<file path="src/rtl/lane_pkg.sv">
// Shared types, sizes and lane-walk helpers for the lane result collector.
package lane_pkg;

    localparam int LANE_W         = 12;
    localparam int NUM_LANES      = 3;
    localparam int BUS_W          = 41;
    localparam int SETTLE_CYC_DEF = 2;

    localparam logic [NUM_LANES-1:0] LANE_MASK_DEF = 3'b101;

    // Lane index 3 does not exist on a three-lane bus, so it doubles as "no lane".
    localparam logic [1:0] LANE_NONE = 2'd3;

    typedef enum logic [2:0] {
        ST_IDLE    = 3'd0,
        ST_SETTLE  = 3'd1,
        ST_CAPTURE = 3'd2,
        ST_EMIT    = 3'd3,
        ST_DONE    = 3'd4
    } lane_state_e;

    // Lowest enabled lane strictly above cur, or LANE_NONE.
    function automatic logic [1:0] next_lane(input logic [NUM_LANES-1:0] mask,
                                             input logic [1:0]           cur);
        logic [1:0] res;
        res = LANE_NONE;
        for (int k = NUM_LANES - 1; k >= 0; k--) begin
            if (mask[k] && (k > int'(cur))) begin
                res = 2'(k);
            end
        end
        return res;
    endfunction

    function automatic logic [1:0] first_lane(input logic [NUM_LANES-1:0] mask);
        return mask[0] ? 2'd0 : next_lane(mask, 2'd0);
    endfunction

endpackage

</file>
<file path="src/rtl/lane_capture_regs.sv">
// Per-lane snapshot registers: loaded on the capture strobe for enabled lanes,
// read back by lane index.
module lane_capture_regs #(
    parameter int LANE_W    = 12,
    parameter int NUM_LANES = 3
) (
    input  logic                          clk,
    input  logic                          rst_n,
    input  logic                          cap_en_i,
    input  logic [NUM_LANES-1:0]          mask_i,
    input  logic [NUM_LANES*LANE_W-1:0]   lanes_i,
    input  logic [1:0]                    rd_idx_i,
    output logic [LANE_W-1:0]             rd_data_o
);

    logic [NUM_LANES-1:0][LANE_W-1:0] regs_q;

    always_ff @(posedge clk or negedge rst_n) begin
        if (!rst_n) begin
            regs_q <= '0;
        end else begin
            for (int k = 0; k < NUM_LANES; k++) begin
                if (cap_en_i && mask_i[k]) begin
                    regs_q[k] <= lanes_i[k*LANE_W +: LANE_W];
                end
            end
        end
    end

    // Out-of-range indices read as zero.
    always_comb begin
        rd_data_o = '0;
        for (int k = 0; k < NUM_LANES; k++) begin
            if (rd_idx_i == 2'(k)) begin
                rd_data_o = regs_q[k];
            end
        end
    end

endmodule

</file>
<file path="src/rtl/lane_result_collector.sv">
// Waits for the lane datapath to settle after a launch, snapshots the enabled
// lanes and streams them out one per transfer, lowest index first.
module lane_result_collector #(
    parameter int                               BUS_W      = lane_pkg::BUS_W,
    parameter int                               LANE_W     = lane_pkg::LANE_W,
    parameter int                               NUM_LANES  = lane_pkg::NUM_LANES,
    parameter logic [lane_pkg::NUM_LANES-1:0]   LANE_MASK  = lane_pkg::LANE_MASK_DEF,
    parameter int                               SETTLE_CYC = lane_pkg::SETTLE_CYC_DEF
) (
    input  logic              clk,
    input  logic              rst_n,
    input  logic              start_i,
    output logic              busy_o,
    input  logic [BUS_W-1:0]  c_bus_i,
    output logic              out_valid_o,
    input  logic              out_ready_i,
    output logic [LANE_W-1:0] out_data_o,
    output logic [1:0]        out_lane_o,
    output logic              out_last_o,
    output logic              done_o,
    output logic [2:0]        dbg_state_o
);

    import lane_pkg::*;

    localparam logic [3:0] SETTLE_LOAD = 4'(SETTLE_CYC - 1);

    // Handshake: a transfer happens on a rising edge where out_valid_o and
    // out_ready_i are both high. Once out_valid_o rises it stays high, with
    // out_data_o/out_lane_o/out_last_o stable, until that transfer occurs.

    lane_state_e       state_q, state_d;
    logic [3:0]        cnt_q, cnt_d;
    logic [1:0]        lane_q, lane_d;
    logic [LANE_W-1:0] data_q, data_d;
    logic              cap_en;
    logic [1:0]        nxt_lane;
    logic [1:0]        first_idx;
    logic [LANE_W-1:0] rd_data;
    logic [LANE_W-1:0] first_data;
    logic              unused_hi_bits;

    // Bus bits above the last lane carry nothing meaningful.
    assign unused_hi_bits = ^c_bus_i[BUS_W-1:NUM_LANES*LANE_W];

    assign nxt_lane  = next_lane(LANE_MASK, lane_q);
    assign first_idx = first_lane(LANE_MASK);

    // The first lane is taken straight off the bus during CAPTURE so it can be
    // presented the very next cycle; later lanes come from the snapshot.
    always_comb begin
        first_data = '0;
        for (int k = 0; k < NUM_LANES; k++) begin
            if (first_idx == 2'(k)) begin
                first_data = c_bus_i[k*LANE_W +: LANE_W];
            end
        end
    end

    lane_capture_regs #(
        .LANE_W    (LANE_W),
        .NUM_LANES (NUM_LANES)
    ) u_capture_regs (
        .clk       (clk),
        .rst_n     (rst_n),
        .cap_en_i  (cap_en),
        .mask_i    (LANE_MASK),
        .lanes_i   (c_bus_i[NUM_LANES*LANE_W-1:0]),
        .rd_idx_i  (nxt_lane),
        .rd_data_o (rd_data)
    );

    always_ff @(posedge clk or negedge rst_n) begin
        if (!rst_n) begin
            state_q <= ST_IDLE;
            cnt_q   <= '0;
            lane_q  <= '0;
            data_q  <= '0;
        end else begin
            state_q <= state_d;
            cnt_q   <= cnt_d;
            lane_q  <= lane_d;
            data_q  <= data_d;
        end
    end

    always_comb begin
        state_d = state_q;
        cnt_d   = cnt_q;
        lane_d  = lane_q;
        data_d  = data_q;
        cap_en  = 1'b0;
        case (state_q)
            ST_IDLE: begin
                if (start_i) begin
                    state_d = ST_SETTLE;
                    cnt_d   = SETTLE_LOAD;
                end
            end
            ST_SETTLE: begin
                if (cnt_q == 4'd0) begin
                    state_d = ST_CAPTURE;
                end else begin
                    cnt_d = cnt_q - 4'd1;
                end
            end
            ST_CAPTURE: begin
                cap_en = 1'b1;
                if (LANE_MASK == '0) begin
                    state_d = ST_DONE;
                end else begin
                    state_d = ST_EMIT;
                    lane_d  = first_idx;
                    data_d  = first_data;
                end
            end
            ST_EMIT: begin
                if (out_ready_i) begin
                    if (nxt_lane == LANE_NONE) begin
                        state_d = ST_DONE;
                    end else begin
                        lane_d = nxt_lane;
                        data_d = rd_data;
                    end
                end
            end
            ST_DONE: begin
                state_d = ST_IDLE;
            end
            default: begin
                state_d = ST_IDLE;
            end
        endcase
    end

    assign busy_o      = (state_q != ST_IDLE);
    assign out_valid_o = (state_q == ST_EMIT);
    assign out_last_o  = out_valid_o && (nxt_lane == LANE_NONE);
    assign done_o      = (state_q == ST_DONE);
    assign out_data_o  = data_q;
    assign out_lane_o  = lane_q;
    assign dbg_state_o = state_q;

endmodule

</file>
<file path="config.mk">
export PLATFORM = sky130hd
export DESIGN_NAME = lane_result_collector
export DESIGN_NICKNAME = d
export VERILOG_FILES = /design/src/rtl/lane_pkg.sv /design/src/rtl/lane_capture_regs.sv /design/src/rtl/lane_result_collector.sv
export SDC_FILE = /design/constraint.sdc
export NUM_CORES = 1
export LEC_CHECK = 0
export BUFFER_PORTS_ARGS = -buffer_cell sky130_fd_sc_hd__clkbuf_2
export CORE_ASPECT_RATIO = 1.5
export CORE_MARGIN = 2
export CORE_UTILIZATION = 31
export DETAILED_ROUTE_END_ITERATION = 10
export HOLD_SLACK_MARGIN = 0.08
export PLACE_DENSITY_LB_ADDON = 0.12
export SYNTH_ARGS = -nofsm -noshare
export SYNTH_HDL_FRONTEND = slang
export SYNTH_SLANG_ARGS = --single-unit
</file>
<file path="constraint.sdc">
create_clock -name clk -period 3.8 [get_ports clk]
set_input_delay 0.19 -clock clk [delete_from_list [all_inputs] [get_ports clk]]
set_output_delay 0.19 -clock clk [all_outputs]
set_load 0.02 [all_outputs]
</file>
==> results of run 1 <==
## kinds of logic after synthesis
family / synth area share [%]
muxes: 17.53
and+or+nand+nor: 13.40
DFF: 52.34
adders and majority gates: 1.586
AOI/OAI and AO/OA: 8.328
buffers and inverters: 6.820
## report_power, final
group          internal [µW]  leakage, µW  switching (µW)  total [µW]
clock network            127    0.0000450             123         250
logic                    328     0.000500             392         721
registers                513     0.000403             145         658
## worst max-delay path: stages (launching register included)
cell and delay [ps]:
dfrtp_1 950, nor2b_1 790, a21oi_1 170, mux2i_1 180
## registers in the layout (all words and copies together) (netlist names)
| signal | cells |
|---|---|
| cnt_q | 4 |
| out_data_o | 12 |
| dbg_state_o | 3 |
| u_capture_regs.regs_q | 12 |
| out_lane_o | 2 |
## cell usage after synthesis
| library cell | n | area [µm²] |
|---|---|---|
| dfrtp_1 | 33 | 825.8 |
| inv_1 | 18 | 67.56 |
| mux2_2 | 13 | 146.4 |
| mux2i_1 | 13 | 130.1 |
| nor2b_1 | 13 | 81.33 |
| a21oi_1 | 12 | 60.06 |
| nand3_1 | 3 | 15.01 |
| a22o_1 | 2 | 17.52 |
| buf_2 | 2 | 10.01 |
| buf_6 | 2 | 22.52 |
| ha_1 | 2 | 25.02 |
| nand2b_1 | 2 | 12.51 |
| nor2_1 | 2 | 7.510 |
| a211oi_1 | 1 | 7.510 |
| a21oi_2 | 1 | 8.760 |
| a31o_2 | 1 | 8.760 |
| a31oi_1 | 1 | 6.260 |
| and2_1 | 1 | 6.260 |
| and3_1 | 1 | 6.260 |
| and3b_1 | 1 | 8.760 |
| buf_4 | 1 | 7.510 |
| nand2_1 | 1 | 3.750 |
| nand2b_2 | 1 | 8.760 |
| nand3b_1 | 1 | 7.510 |
| nand4bb_1 | 1 | 11.26 |
| nor2_4 | 1 | 11.26 |
| nor3_1 | 1 | 5.000 |
| nor3b_1 | 1 | 7.510 |
| nor4_1 | 1 | 6.260 |
| o21ai_0 | 1 | 5.000 |
| o311a_1 | 1 | 10.01 |
| o31ai_1 | 1 | 7.510 |
| or2_2 | 1 | 6.260 |
| or3_1 | 1 | 6.260 |
## worst paths after layout
check / startpoint / end / slack, ps / depth (start not counted)
worst min register to register: out_lane_o[0] / out_lane_o[0] / 510 / 1
max in group asynchronous: rst_n / out_data_o[0] / 2750 / 2
worst min-delay path: c_bus_i[35] / u_capture_regs.regs_q[35] / 140 / 2
min in group asynchronous: rst_n / out_data_o[5] / 530 / 2
worst max-delay path: dbg_state_o[0] / out_data_o[11] / 1640 / 3
worst max register to register: dbg_state_o[0] / out_data_o[11] / 1640 / 3
## per-stage QoR
step / cells / total power (µW)
after global routing: 257 / 1762
after floorplan: 138 / 1190
after detailed placement: 248 / 1400
after global placement: 248 / 1366
after CTS: 257 / 1657
final: 257 / 1628
## metal layers
metal	up-vias	global-route usage (%)	wire length (µm)
met5	-	0	0
met4	0	5.556	68
met3	6	3.594	173
li1	567	-	-
met1	576	15.68	1473
met2	38	23.37	1712
## area by class of cell
cell class              instances  area (µm²)
repair buffers                 50       257.7
flip-flops and latches         33       825.8
fillers                       495        2888
clock buffers                   6       72.57
clock inverters                 2       10.01
multi-input cells              82       644.4
well taps                      66       82.58
inverters                      18       67.56
==> flow_metrics.py, run 1 <==
metrics = {
    "run_status": {
        "outcome": "completed",
    },
    "detailed_routing": {
        "drc": 0,
        "wl_per_cell_um": 13.33,
        "wl_mm": 3.426,
        "via_count": 1187,
        "firstDrtPassIters": 4,
        "viasPerCell": 4.619,
        "antenna_left": 0,
        "drt_iter0_drc": 26,
    },
    "clocking": {
        "worstSkewPairLatency_ps": 280,
        "cts_buffer_depth": 2,
        "root_buffer": "clkbuf_8",
        "cts-hold-fix-buffers": 1,
        "clock_sinks": 33,
        "cts_buffers": 5,
        "tritoncts": "done",
        "cts_resized": 0,
        "clk_pin_slew_ps": 70,
        "htree_levels": 2,
        "post-cts-setup-buffers": 0,
    },
    "place": {
        "dp_slack_ps": 1576,
        "dp_hpwl_mm": 2.431,
        "io_buffers": 48,
        "gp_congestion": 0.7422,
        "placed_area_mm2": 0.001868,
    },
    "cells_and_area": {
        "mostFrequentLayoutCell": "clkbuf_2",
        "nNetsFinal": 237,
        "utilization_pct": 40.44,
        "fin_area_mm2": 0.001961,
        "final_cell_mix": "clkbuf_2, dfrtp_1, inv_1",
        "area_growth_pct": 24.27,
        "diodes": 0,
        "drive_gt1_share_pct": 38.74,
    },
    "critical_path": {
        "startpoint_type": "flip-flop",
        "cp.required_ps": 4000,
        "path_max_fanout": 26,
        "critPathCaptureType": "flip-flop",
        "worstPathArrival_ps": 2360,
        "critPathKind": "flip-flop to flip-flop",
    },
    "floorplan": {
        "io_pins": 66,
        "core_mm2": 0.004848,
        "fp-row-count": 31,
        "fp.dieH_um": 91.38,
        "floorplan.initialDensity_pct": 32.54,
        "fp.dieArea_mm2": 0.005688,
        "die_width_um": 62.25,
    },
    "sta": {
        "worst_pin_slew_ps": 923.1,
        "whs_ps": 139.8,
        "fin_crit_sh_pct": 56.94,
        "setup_violations": 0,
        "period_minus_slack_ps": 2164,
        "fin_ws_ps": 1636,
        "timing.slew.headroom_pct": 38.46,
        "rsz0062_at_grt": "false",
        "skew_ps": 4.781,
        "hold_viol_final": 0,
        "clock.fmax_mhz": 462.2,
        "slew_viol_final": 0,
        "setup_tns_ps": 0,
    },
    "synthesis": {
        "synth_area_mm2": 0.001578,
        "synth-seq-cells": 33,
        "postSynthCellCount": 138,
        "synth_fp_nets": 185,
        "yosys_warnings": 0,
        "yosysSeqAreaShare_pct": 52.34,
        "synth.avg_cell_area_um2": 11.43,
        "synth_cell_types": 34,
    },
    "global_route": {
        "overflow": 0,
        "grt_pass1_vias": 1254,
        "grt_pass1_wl_mm": 5.947,
        "grt_usage_pct": 13.49,
        "antenna_found_initial": 0,
        "grt_max_degree": 34,
    },
    "power": {
        "pwr_density_cell_mw_per_mm2": 830.6,
        "p_leak_uw": 0.0009477,
        "ir_drop_v": 0.0003557,
    },
    "run": {
        "maxCapViolCount": 0,
    },
    "worst_hold_path": {
        "min_path_type": "input pin to flip-flop",
    },
}
Note: power is estimated with default switching activity, not from simulation.
==> inputs of run 2 (changes only) <==
clock period = 2.2 ns   (was 3.8 ns; I/O delays follow)
==> run 2 against run 1 <==
Utilization up 2.6 points. Clock power is 76% higher. Sequential power is 70% higher. Global-route usage up 0.42 points. Die area unchanged. Register-to-register slack got worse by 1100 ps. Total power grew 76%. Combinational power grew 82%. Critical path depth did not move. Largest cell class unchanged. Highest routed layer unchanged.
==> flow_metrics.py, run 2 (synthesis gave the netlist of run 1 again) <==
metrics = {
    "clocking": {
        "clock_sinks": 33,
        "htree_levels": 2,
        "root_buffer": "clkbuf_8",
        "post-cts-setup-buffers": 0,
        "cts_buffer_depth": 2,
        "cts_buffers": 5,
        "tritoncts": "done",
        "worstSkewPairLatency_ps": 280,
        "cts_resized": 0,
        "cts-hold-fix-buffers": 12,
        "clk_pin_slew_ps": 70,
    },
    "detailed_routing": {
        "wl_mm": 3.645,
        "viasPerCell": 4.644,
        "drc": 0,
        "antenna_left": 0,
        "firstDrtPassIters": 4,
        "wl_per_cell_um": 13.50,
        "drt_iter0_drc": 23,
        "via_count": 1254,
    },
    "cells_and_area": {
        "drive_gt1_share_pct": 37.25,
        "nNetsFinal": 250,
        "final_cells": 270,
        "diodes": 0,
        "mostFrequentLayoutCell": "clkbuf_2",
        "area_growth_pct": 32.20,
        "final_cell_mix": "clkbuf_2, dfrtp_1, inv_1",
    },
    "critical_path": {
        "cp.required_ps": 2090,
        "critPathCaptureType": "output pin",
        "path_max_fanout": 19,
        "startpoint_type": "flip-flop",
        "reg2reg_depth": 2,
        "r2r_start": "dbg_state_o[0]",
        "r2r_end": "u_capture_regs.regs_q[32]",
        "worstPathArrival_ps": 1660,
        "critPathKind": "flip-flop to output pin",
        "rrSetupSlack_ps": 570,
    },
    "floorplan": {
        "die_width_um": 62.25,
        "fp.dieArea_mm2": 0.005688,
        "core_mm2": 0.004848,
        "io_pins": 66,
        "fp-row-count": 31,
        "fp.dieH_um": 91.38,
        "floorplan.initialDensity_pct": 32.54,
    },
    "sta": {
        "worst_pin_slew_ps": 823.5,
        "rsz0062_at_grt": "false",
        "clock.fmax_mhz": 566.2,
        "fin_crit_sh_pct": 80.28,
        "skew_ps": 4.771,
        "whs_ps": 88.49,
        "setup_violations": 0,
        "slew_viol_final": 0,
        "hold_viol_final": 0,
        "setup_tns_ps": 0,
        "period_minus_slack_ps": 1766,
        "timing.slew.headroom_pct": 45.10,
    },
    "worst_hold_path": {
        "min_path_type": "input pin to flip-flop",
        "whs_path_depth": 3,
        "min_from": "out_ready_i",
        "min_to": "out_lane_o[1]",
    },
    "power": {
        "pwr_density_cell_mw_per_mm2": 1376,
        "p_leak_uw": 0.001003,
        "ir_drop_v": 0.0005606,
        "p_total_uw": 2870,
    },
    "place": {
        "place_inst": 250,
        "gp_congestion": 0.7437,
        "io_buffers": 48,
        "dp_hpwl_mm": 2.542,
    },
    "run_status": {
        "outcome": "completed",
    },
    "run": {
        "maxCapViolCount": 0,
    },
    "global_route": {
        "grt_max_degree": 34,
        "antenna_found_initial": 0,
        "grt_pass1_wl_mm": 6.203,
        "overflow": 0,
        "grt_pass1_vias": 1348,
        "grt_usage_pct": 13.91,
    },
}
==> run 2: cell types whose count changed in the layout (fill, tap and decap cells not counted), sizes merged <==
cell         delta
buf             +2
dlygate4sd3    +11
==> run 2: power breakdown <==
group	internal, µW	switching, µW
Sequential	886	233
Clock	219	220
Combinational	602	710
Total	1710	1160
==> run 2: routing by layer <==
layer / vias up / track usage, % / routed length, µm
met3: 7 / 3.470 / 196
met4: 0 / 6.296 / 95
met5: - / 0 / 0
met2: 42 / 24.91 / 1856
li1: 597 / - / -
met1: 608 / 15.37 / 1497
==> run 2: worst max-delay path by stage <==
stage / from / endpoint / cells past startpoint
global placement: dbg_state_o[0] / u_capture_regs.regs_q[25] / 2
finish: dbg_state_o[0] / out_last_o / 3
global route: dbg_state_o[0] / out_last_o / 3
CTS: dbg_state_o[0] / out_last_o / 3
detailed placement: dbg_state_o[0] / u_capture_regs.regs_q[32] / 2
floorplan: dbg_state_o[0] / out_last_o / 3
==> run 2: area by class of cell <==
cell class / instances / area [µm²]
clock buffer: 6 / 72.57
clock inverter: 2 / 10.01
fill: 493 / 2763
inverter: 18 / 67.56
multi-input combinational: 82 / 644.4
sequential: 33 / 825.8
tap: 66 / 82.58
timing repair buffer: 63 / 382.9
==> run 2: metrics by stage <==
| stage | utilization [%] | worst slack, ps | area, µm² |
|---|---|---|---|
| 2_1_floorplan | - | 719.8 | 1578 |
| 3_3_place_gp | 38.84 | 602.0 | 1883 |
| 3_5_place_dp | 38.84 | 541.4 | 1883 |
| 4_1_cts | 43.02 | 402.8 | 2086 |
| 5_1_grt | 43.02 | 351.5 | 2086 |
| 6_report | 43.02 | 433.8 | 2086 |
==> run 2: worst max-delay path, cell delays in order, from the launching register on <==
cell and delay [ps]:
dfrtp_1 760, and3b_1 310, and2_1 140, clkbuf_2 160
==> inputs of run 3 (changes only) <==
clock period = 1.65 ns   (was 2.2 ns; I/O delays follow)
==> run 3 against run 2 <==
Hold slack improved by 110 ps. Via count up 0.24%. First-iteration DRC count decreased by 4.3%. Die area unchanged. Clock power rose by 30%. Final cell count grew 1.9%. Clock skew rose by 3.4 ps. Sequential share of layout area is 0.98 points lower. Utilization rose by 1.2 points. Setup slack got worse by 250 ps. Register-to-register slack worse by 360 ps. Highest routed layer unchanged.
==> flow_metrics.py, run 3 (synthesis gave the netlist of run 1 again) <==
metrics = {
    "sta": {
        "whs_ps": 196.6,
        "skew_ps": 8.178,
        "slew_viol_final": 0,
        "hold_viol_final": 0,
        "setup_tns_ps": 0,
        "fin_ws_ps": 185.4,
        "worst_pin_slew_ps": 426.1,
        "clock.fmax_mhz": 682.8,
        "period_minus_slack_ps": 1465,
        "timing.slew.headroom_pct": 71.59,
        "fin_crit_sh_pct": 88.77,
        "rsz0062_at_grt": "false",
        "setup_violations": 0,
    },
    "worst_hold_path": {
        "min_path_type": "input pin to flip-flop",
    },
    "global_route": {
        "grt_usage_pct": 14.11,
        "grt_max_degree": 34,
        "grt_pass1_vias": 1273,
        "overflow": 0,
        "antenna_found_initial": 0,
        "grt_pass1_wl_mm": 6.251,
    },
    "run_status": {
        "outcome": "completed",
    },
    "floorplan": {
        "floorplan.initialDensity_pct": 32.54,
        "fp.dieArea_mm2": 0.005688,
        "die_width_um": 62.25,
        "fp-row-count": 31,
        "core_mm2": 0.004848,
        "fp.dieH_um": 91.38,
        "io_pins": 66,
    },
    "cells_and_area": {
        "nNetsFinal": 255,
        "area_growth_pct": 35.77,
        "drive_gt1_share_pct": 38.28,
        "fillers": 468,
        "final_cell_mix": "clkbuf_2, dfrtp_1, inv_1",
        "diodes": 0,
        "mostFrequentLayoutCell": "clkbuf_2",
        "final_cells": 275,
    },
    "power": {
        "pwr_density_cell_mw_per_mm2": 1808,
        "p_leak_uw": 0.001029,
        "ir_drop_v": 0.0007154,
    },
    "clocking": {
        "post-cts-setup-buffers": 0,
        "clk_pin_slew_ps": 70,
        "htree_levels": 2,
        "worstSkewPairLatency_ps": 280,
        "root_buffer": "clkbuf_8",
        "cts_buffer_depth": 2,
        "tritoncts": "done",
        "clock_sinks": 33,
        "cts_buffers": 5,
    },
    "critical_path": {
        "cp.required_ps": 1570,
        "critPathCaptureType": "output pin",
        "worstPathArrival_ps": 1380,
        "path_max_fanout": 16,
        "startpoint_type": "flip-flop",
        "critPathKind": "flip-flop to output pin",
    },
    "detailed_routing": {
        "drc": 0,
        "via_count": 1257,
        "antenna_left": 0,
        "wl_mm": 3.568,
        "wl_per_cell_um": 12.97,
        "drt_iter0_drc": 22,
        "viasPerCell": 4.571,
        "firstDrtPassIters": 4,
    },
    "place": {
        "dp_hpwl_mm": 2.495,
        "dp_slack_ps": 183.4,
        "io_buffers": 48,
        "place_inst": 253,
        "gp_congestion": 0.7530,
    },
    "run": {
        "maxCapViolCount": 0,
    },
}
[run 3: cell types whose count changed in the layout (fill, tap and decap cells not counted), sizes merged]
cell	previous run	this run
buf	3	6
dlygate4sd3	12	14
[run 3: report_power, final]
group	internal, µW	total, µW	switching (µW)
sequential	1190	1470	283
clock	292	569	278
combinational	850	1830	984
[run 3: layout make-up]
class	instances	area, µm²	area share, %
sequential	33	827.0	38.61
multi-input combinational	82	644.4	30.08
timing repair buffer	68	437.9	20.44
tap	66	82.58	3.855
clock buffer	6	72.57	3.388
inverter	18	67.56	3.154
clock inverter	2	10.01	0.4673
[run 3: worst max-delay path, cell delays in order, from the launching register on]
cell	delay (ps)
dfrtp_2	540
and3b_1	260
and2_1	140
clkbuf_2	160
[run 3: what timing repair did]
| item | in CTS | in global routing |
|---|---|---|
| setup endpoints to repair | 1 | 0 |
| hold buffers | 14 | 0 |
| resized for setup | 1 | 0 |
| hold endpoints to repair | 46 | 0 |
[run 3: per-stage QoR]
step | util (%) | instance area, µm² | power, µW
5_1_grt | 44.18 | 2142 | 4194
4_1_cts | 44.18 | 2142 | 3942
2_1_floorplan | - | 1578 | 2740
6_report | 44.18 | 2142 | 3872
3_3_place_gp | 39.56 | 1918 | 3239
3_5_place_dp | 39.56 | 1918 | 3310
[run 3: metal layers]
layer | track usage, % | routed length [µm] | up-vias
met5 | 0 | 0 | -
met4 | 5.556 | 64 | 0
met3 | 3.841 | 147 | 6
met2 | 23.37 | 1805 | 36
met1 | 17.39 | 1550 | 611
li1 | - | - | 604
[run 3: final timing paths]
path / from / to / slack, ps / depth (start not counted)
max in group asynchronous: rst_n / dbg_state_o[0] / 960 / 3
min in group asynchronous: rst_n / out_data_o[5] / 360 / 3
max reg2reg: dbg_state_o[2] / out_data_o[2] / 210 / 4
min: c_bus_i[1] / out_data_o[1] / 200 / 4
min reg2reg: out_lane_o[0] / out_lane_o[0] / 510 / 1
max: dbg_state_o[0] / out_last_o / 190 / 3
